`config.mk`:
```
export PLATFORM = sky130hd
export DESIGN_NAME = stepper_sequencer
export DESIGN_NICKNAME = d
export VERILOG_FILES = /design/src/rtl/stepper_sequencer.sv
export SDC_FILE = /design/constraint.sdc
export NUM_CORES = 1
export LEC_CHECK = 0
export CAP_MARGIN = 40
export CORE_ASPECT_RATIO = 1.1
export CORE_UTILIZATION = 60
export CTS_CLUSTER_SIZE = 20
export DETAILED_ROUTE_END_ITERATION = 16
export DONT_BUFFER_PORTS = 1
export GPL_TIMING_DRIVEN = 0
export PLACE_DENSITY = 0.74
export SETUP_SLACK_MARGIN = 0.4
export SKIP_LAST_GASP = 1
export SLEW_MARGIN = 0
export SYNTH_ARGS = -nofsm -noshare
export SYNTH_HDL_FRONTEND = slang
export SYNTH_SLANG_ARGS = --single-unit
```
`constraint.sdc`:
```
create_clock -name clk -period 3 [get_ports clk]
set_clock_uncertainty 0.15 [all_clocks]
set_input_delay 0.6 -clock clk [delete_from_list [all_inputs] [get_ports clk]]
set_output_delay 0.6 -clock clk [all_outputs]
set_load 0.005 [all_outputs]
```
`src/rtl/stepper_sequencer.sv`:
```
// rtl/stepper_sequencer.sv - command-paced 4-bit Johnson phase sequencer
// Accepts step/direction/period commands in IDLE and walks the Johnson ring one state per step.
module stepper_sequencer #(
  parameter int CNT_W = 8,
  parameter int DIV_W = 8
) (
  input  logic             clk,
  input  logic             reset,
  input  logic             start,
  input  logic             dir,
  input  logic [CNT_W-1:0] steps,
  input  logic [DIV_W-1:0] period,
  input  logic             abort,
  output logic [3:0]       phase,
  output logic             step_strobe,
  output logic             busy,
  output logic             done,
  output logic [CNT_W-1:0] remaining
);

  typedef enum logic [1:0] {
    S_IDLE   = 2'd0,
    S_RUN    = 2'd1,
    S_FINISH = 2'd2
  } state_t;

  state_t state_q, state_d;

  logic [3:0]       phase_q, phase_d;
  logic             strobe_q, strobe_d;
  logic             busy_q, busy_d;
  logic             done_q, done_d;
  logic [CNT_W-1:0] remaining_q, remaining_d;
  logic [DIV_W-1:0] div_q, div_d;
  logic [DIV_W-1:0] period_q, period_d;
  logic             dir_q, dir_d;

  logic       step_due;
  logic [3:0] phase_step;

  assign step_due   = (div_q == '0);
  assign phase_step = dir_q ? {~phase_q[0], phase_q[3:1]} : {phase_q[2:0], ~phase_q[3]};

  always_ff @(posedge clk or posedge reset) begin
    if (reset) begin
      state_q <= S_IDLE;
    end else begin
      state_q <= state_d;
    end
  end

  always_comb begin
    state_d = state_q;
    case (state_q)
      S_IDLE: begin
        if (start) begin
          state_d = (steps != '0) ? S_RUN : S_FINISH;
        end
      end
      S_RUN: begin
        if (abort) begin
          state_d = S_FINISH;
        end else if (step_due && (remaining_q == CNT_W'(1))) begin
          state_d = S_FINISH;
        end
      end
      S_FINISH: state_d = S_IDLE;
      default:  state_d = S_IDLE;
    endcase
  end

  always_comb begin
    phase_d     = phase_q;
    strobe_d    = 1'b0;
    busy_d      = busy_q;
    done_d      = 1'b0;
    remaining_d = remaining_q;
    div_d       = div_q;
    period_d    = period_q;
    dir_d       = dir_q;
    case (state_q)
      S_IDLE: begin
        if (start && (steps != '0)) begin
          dir_d       = dir;
          period_d    = period;
          div_d       = period;
          remaining_d = steps;
          busy_d      = 1'b1;
        end
      end
      S_RUN: begin
        // Abort reports completion immediately; FINISH then skips its own pulse.
        if (abort) begin
          busy_d = 1'b0;
          done_d = 1'b1;
        end else if (!step_due) begin
          div_d = div_q - DIV_W'(1);
        end else begin
          phase_d     = phase_step;
          strobe_d    = 1'b1;
          remaining_d = remaining_q - CNT_W'(1);
          div_d       = period_q;
        end
      end
      S_FINISH: begin
        busy_d = 1'b0;
        done_d = ~done_q;
      end
      default: begin
        busy_d = 1'b0;
      end
    endcase
  end

  always_ff @(posedge clk or posedge reset) begin
    if (reset) begin
      phase_q     <= 4'b0000;
      strobe_q    <= 1'b0;
      busy_q      <= 1'b0;
      done_q      <= 1'b0;
      remaining_q <= '0;
      div_q       <= '0;
      period_q    <= '0;
      dir_q       <= 1'b0;
    end else begin
      phase_q     <= phase_d;
      strobe_q    <= strobe_d;
      busy_q      <= busy_d;
      done_q      <= done_d;
      remaining_q <= remaining_d;
      div_q       <= div_d;
      period_q    <= period_d;
      dir_q       <= dir_d;
    end
  end

  assign phase       = phase_q;
  assign step_strobe = strobe_q;
  assign busy        = busy_q;
  assign done        = done_q;
  assign remaining   = remaining_q;

endmodule

```
==> results.py, run 1 <==
metrics = {
    "status": {
        "status": "complete, but fails checks",
        "violations": "design-rule violations",
    },
    "synth": {
        "synth_cell_types": 44,
        "yosys.area.top_type": "dfrtp_1",
        "synth-edff-count": 0,
        "yosys-top-cells-area": "dfrtp_1 (43%), mux2_2 (6.3%), a21oi_1 (6.1%)",
        "synth-main-ff-cell": "dfrtp_1",
        "synth_commonest_cells": "dfrtp_1 (34), nor2_1 (25), a21oi_1 (24)",
        "synthCells": 212,
        "synth_top_area_frac": 0.431,
        "synth_warnings": 0,
        "ys_seq_area_frac": 0.431,
        "avgSynthCellArea_um2": 9.30,
        "syn_area_um2": 1970,
        "synth-seq-cells": 34,
        "syn-num-nets": 240,
        "synth.most_common_cell": "dfrtp_1",
        "async_reset_ff_frac": 1.00,
    },
    "cts": {
        "clock-root-buffer": "clkbuf_4",
        "cts.sinks": 34,
        "clk_pin_slew_ns": 0.10,
        "cts_tree": "done",
        "cts_buffers": 5,
        "clockBufferDepth": 2,
        "htree_num_levels": 2,
        "clk_latency_ns": 0.34,
    },
    "placement": {
        "port_buffers": 0,
        "gp_congestion": 0.805,
        "dp_hpwl_um": 3190,
    },
    "power_and_ir_drop": {
        "p_int_mw": 1.18,
        "ir_worst_vdd_uv": 570,
        "power_frac_clock": 0.112,
        "cellLeakagePower_nw": 0.899,
        "p_seq_frac": 0.400,
        "switchingPower_mw": 0.953,
        "power_density_nw_per_um2": 1020,
        "netSwitchingFraction": 0.447,
        "pwr-share-comb": 0.489,
    },
    "timing": {
        "slew_violations": 0,
        "slew_headroom": 0.453,
        "finalCriticalPeriod_ns": 2.38,
        "grt_setup_unrepaired": "no",
        "fmaxAchievable_mhz": 420,
        "final.setup.tns_ns": 0,
        "setup_violations": 0,
        "period_share": 0.793,
        "worstMarginPinSlew_ns": 0.820,
        "hold_viol_final": 0,
    },
    "routing": {
        "first_pass_iters": 10,
        "wirelength_um": 4450,
        "viasPerCell": 6.48,
        "drt_iter0_markers": 111,
        "wire_per_inst_um": 17.3,
        "ant_nets": 0,
        "drc": 2,
        "vias": 1666,
    },
    "critical_path": {
        "worst-path-buf-inv": 1,
        "crit_fanout": 9,
        "crit_path_max_incr_delay_ns": 0.47,
        "critPathTopFamily": "simple AND/OR/NAND/NOR gates",
        "end_kind": "flip-flop",
        "critPathSlowestCell": "or4_1",
        "path_cells": "ha_1 -> clkbuf_2 -> nand2_1 -> o21ai_0 -> a21o_1 -> or4_1 -> and3_1",
        "startpoint_type": "flip-flop",
        "worstPathRequired_ns": 3.09,
        "arrival_ns": 2.47,
        "worstSetupPathType": "flip-flop to flip-flop",
    },
    "global_routing": {
        "grt_pass1_wl_um": 7200,
        "antenna_found_initial": 0,
        "grt_max_degree": 23,
        "grt.overflow.total": 0,
        "first_global_vias": 1564,
        "track_usage": 0.263,
    },
    "floorplan": {
        "ios": 36,
        "start_util": 0.636,
        "core_area_um2": 3100,
        "die_h_um": 62.1,
        "core.rowCount": 21,
        "fp.dieW_um": 56.7,
        "die_area_um2": 3520,
    },
    "job": {
        "drv_cap": 0,
    },
    "layout": {
        "multiInputGateArea_um2": 1030,
        "area_delta_synth_final_pct": 6.41,
        "drive_gt1_frac": 0.135,
        "diodes": 0,
        "fin_util": 0.677,
        "num-nets-final": 251,
        "num-fill-cells": 252,
        "register_area_um2": 851,
    },
    "hold_path": {
        "hold_path_class": "primary input to async pin",
    },
}
-- repair_timing --
item                       CTS  global route
hold buffers                 0             0
resized for setup            0             2
setup endpoints to repair    0            10
setup buffers                0             3
-- final timing paths --
kind | start | to | slack [ns] | cells after the start
worst min-delay path | reset | remaining[4] | 0.15 | 1
worst max-delay path | state_q[0] | remaining[7] | 0.62 | 7
min in group clk | period[3] | period_q[3] | 0.25 | 1
worst min register to register | period_q[2] | period_q[2] | 0.37 | 1
max in group asynchronous | reset | period_q[2] | 1.98 | 2
worst max register to register | state_q[0] | remaining[7] | 0.62 | 7
-- layer usage --
layer  vias up  part of all wire  wire (um)  track usage
li1        794                 -          -            -
met1       773              0.41       1840        0.342
met2        81              0.47       2090        0.409
met3        18             0.089        397       0.0917
met4         0             0.027        119       0.0875
met5         -                 0          0            0
-- sequential cells by signal (all words and copies together) (netlist names) --
name,count
dir_q,1
remaining,8
period_q,8
step_strobe,1
div_q,8
busy,1
done,1
state_q,2
phase,4
-- kinds of logic after synthesis --
kind of cell | share of synthesized area
simple gates | 0.177
compound gates | 0.202
flops | 0.431
buf+inv | 0.0444
mux | 0.0831
fa+ha+maj | 0.0444
xor+xnor | 0.0178
-- per-stage QoR --
stage | hold slack (ns) | instance area, um2 | instances | setup slack (ns) | total power, mW
floorplan | 0.322 | 1970 | 212 | 0.614 | 1.63
global placement | 0.333 | 2010 | 246 | 0.312 | 1.83
detailed placement | 0.349 | 2030 | 247 | 0.312 | 1.88
CTS | 0.172 | 2070 | 254 | 0.450 | 2.12
global route | 0.211 | 2100 | 257 | 0.514 | 2.29
finish | 0.146 | 2100 | 257 | 0.620 | 2.13
-- power groups by stage --
stage / clock network (mW) / logic, mW / registers (mW)
floorplan: 0 / 0.825 / 0.807
global placement: 0 / 0.982 / 0.847
detailed placement: 0 / 1.02 / 0.859
CTS: 0.241 / 1.03 / 0.849
global route: 0.262 / 1.15 / 0.879
finish: 0.238 / 1.04 / 0.851
-- placed cells by master (no fill, tap or decap), drive strengths merged, types with 5 or more instances in the layout --
master  count
nand2      18
nor2       25
or4         5
dfrtp      34
inv        11
clkbuf     13
buf         9
a21oi      24
ha          7
mux2       11
o21ai       8
-- cell type report --
type                    count  area share
inverters                  11      0.0197
well taps                  34      0.0203
clock buffers               7      0.0215
repair buffers              4      0.0179
multi-input cells         156       0.493
flip-flops and latches     34       0.405
plain buffers              11      0.0227
No activity file was read; power rests on OpenSTA's default activity.
==> run 2, diff against run 1 <==
CORE_UTILIZATION = 56   (was 60)
PLACE_DENSITY = 0.72   (was 0.74)
clock period = 1.94 ns   (was 3 ns; I/O delays follow)
==> run 2 against run 1 <==
Net effect:
- the run ends with negative setup slack left
- global-route usage up 5.1 points
- clock power up 77%
- final area up 35%
- final cell count up 21%
- fmax up 4.3%
- worst hold slack worse by 0.11 ns
- routed wire length up 42%
- critical path type unchanged
==> results.py, run 2 (same netlist as run 1, synthesis figures left out) <==
metrics = {
    "status": {
        "status": "complete, but fails checks",
        "violations": "negative setup slack",
    },
    "timing": {
        "final.setup.tns_ns": -5.27,
        "worstMarginPinSlew_ns": 0.753,
        "slew_violations": 0,
        "period_share": 1.18,
        "hold_viol_final": 0,
        "setup_ws_ns": -0.341,
        "grt_setup_unrepaired": "yes",
        "fmaxAchievable_mhz": 438,
        "setup_violations": 21,
        "finalCriticalPeriod_ns": 2.28,
        "slew_headroom": 0.498,
    },
    "critical_path": {
        "worstPathRequired_ns": 2.07,
        "startpoint_type": "flip-flop",
        "worstSetupPathType": "flip-flop to flip-flop",
        "rrSetupSlack_ns": -0.34,
        "crit_fanout": 5,
        "arrival_ns": 2.41,
        "end_kind": "flip-flop",
    },
    "hold_path": {
        "hold_path_class": "primary input to flip-flop",
    },
    "floorplan": {
        "core_area_um2": 3360,
        "start_util": 0.587,
        "die_area_um2": 3760,
        "ios": 36,
        "core.rowCount": 22,
        "die_h_um": 64.2,
        "fp.dieW_um": 58.6,
    },
    "layout": {
        "area_delta_synth_final_pct": 43.5,
        "postLayoutCellArea_um2": 2830,
        "drive_gt1_frac": 0.435,
        "diodes": 0,
        "fin_util": 0.843,
        "final_cell_mix": "dfrtp_1 (33), buf_4 (25), nor2_1 (19)",
        "final_common_cell": "dfrtp_1",
        "num-nets-final": 289,
    },
    "cts": {
        "cts_buffers": 5,
        "clk_pin_slew_ns": 0.11,
        "htree_num_levels": 2,
        "clock-root-buffer": "clkbuf_4",
        "cts_tree": "done",
        "clockBufferDepth": 2,
        "cts.sinks": 34,
        "clk_latency_ns": 0.34,
    },
    "placement": {
        "dp_hpwl_um": 3320,
        "preCtsSetupSlack_ns": -0.588,
        "port_buffers": 0,
        "gp_congestion": 0.876,
        "place_area_um2": 2110,
    },
    "routing": {
        "wire_per_inst_um": 20.3,
        "first_pass_iters": 4,
        "ant_nets": 0,
        "drc": 0,
        "viasPerCell": 6.36,
        "drt_iter0_markers": 136,
        "vias": 1973,
        "wirelength_um": 6310,
    },
    "power_and_ir_drop": {
        "power_density_nw_per_um2": 1680,
        "report.power.total_mw": 4.75,
        "cellLeakagePower_nw": 1.23,
        "ir_worst_vdd_uv": 1050,
    },
    "global_routing": {
        "first_global_vias": 1921,
        "grt.overflow.total": 0,
        "antenna_found_initial": 0,
        "grt_max_degree": 19,
        "grt_pass1_wl_um": 8810,
        "track_usage": 0.314,
    },
    "job": {
        "drv_cap": 0,
    },
}
[run 2: area by class of cell]
cell class	count	area [um2]
multi-input combinational	156	1280
sequential	34	852
fill	190	528
timing repair buffer	42	423
buffer	11	109
tap	48	60.1
clock buffer	7	55.1
inverter	11	48.8
clock inverter	1	5.00
[run 2: routing by layer]
metal,routed length (um),vias up,track usage
li1,-,865,-
met1,2420,972,0.381
met4,176,0,0.134
met5,0,-,0
met2,3210,115,0.523
met3,495,21,0.0769
[run 2: worst max-delay path, cell delays in order, from the launching register on]
cell      delay [ns]
dfrtp_1         0.39
or4_4           0.54
buf_6           0.15
or3_4           0.37
a221oi_4        0.41
o22a_1          0.21
[run 2: worst paths after layout]
kind / startpoint / endpoint / cells after the start
hold reg to reg: period_q[2] / period_q[2] / 1
setup reg to reg: div_q[3] / remaining[1] / 5
min in group asynchronous: reset / div_q[6] / 2
setup / recovery: div_q[3] / remaining[1] / 5
hold / removal: period[7] / period_q[7] / 1
max in group asynchronous: reset / div_q[2] / 3
[run 2: metrics by stage]
step	hold WS [ns]	instances
5_1_grt	0.0256	310
2_1_floorplan	0.322	212
3_3_place_gp	0.330	260
6_report	0.0363	310
3_5_place_dp	0.293	261
4_1_cts	0.0327	300
[run 2: power by group]
part	total, mW	internal [mW]	switching [mW]
registers	1.31	1.02	0.293
logic	3.01	1.55	1.47
clock network	0.421	0.176	0.245
[run 2: timing repair]
item                       CTS  global route
cloned                       2             0
resized for setup           46            45
hold buffers                 1             0
hold endpoints to repair    17             0
pin swaps                   15            23
setup buffers               28            10
setup endpoints to repair   34            33
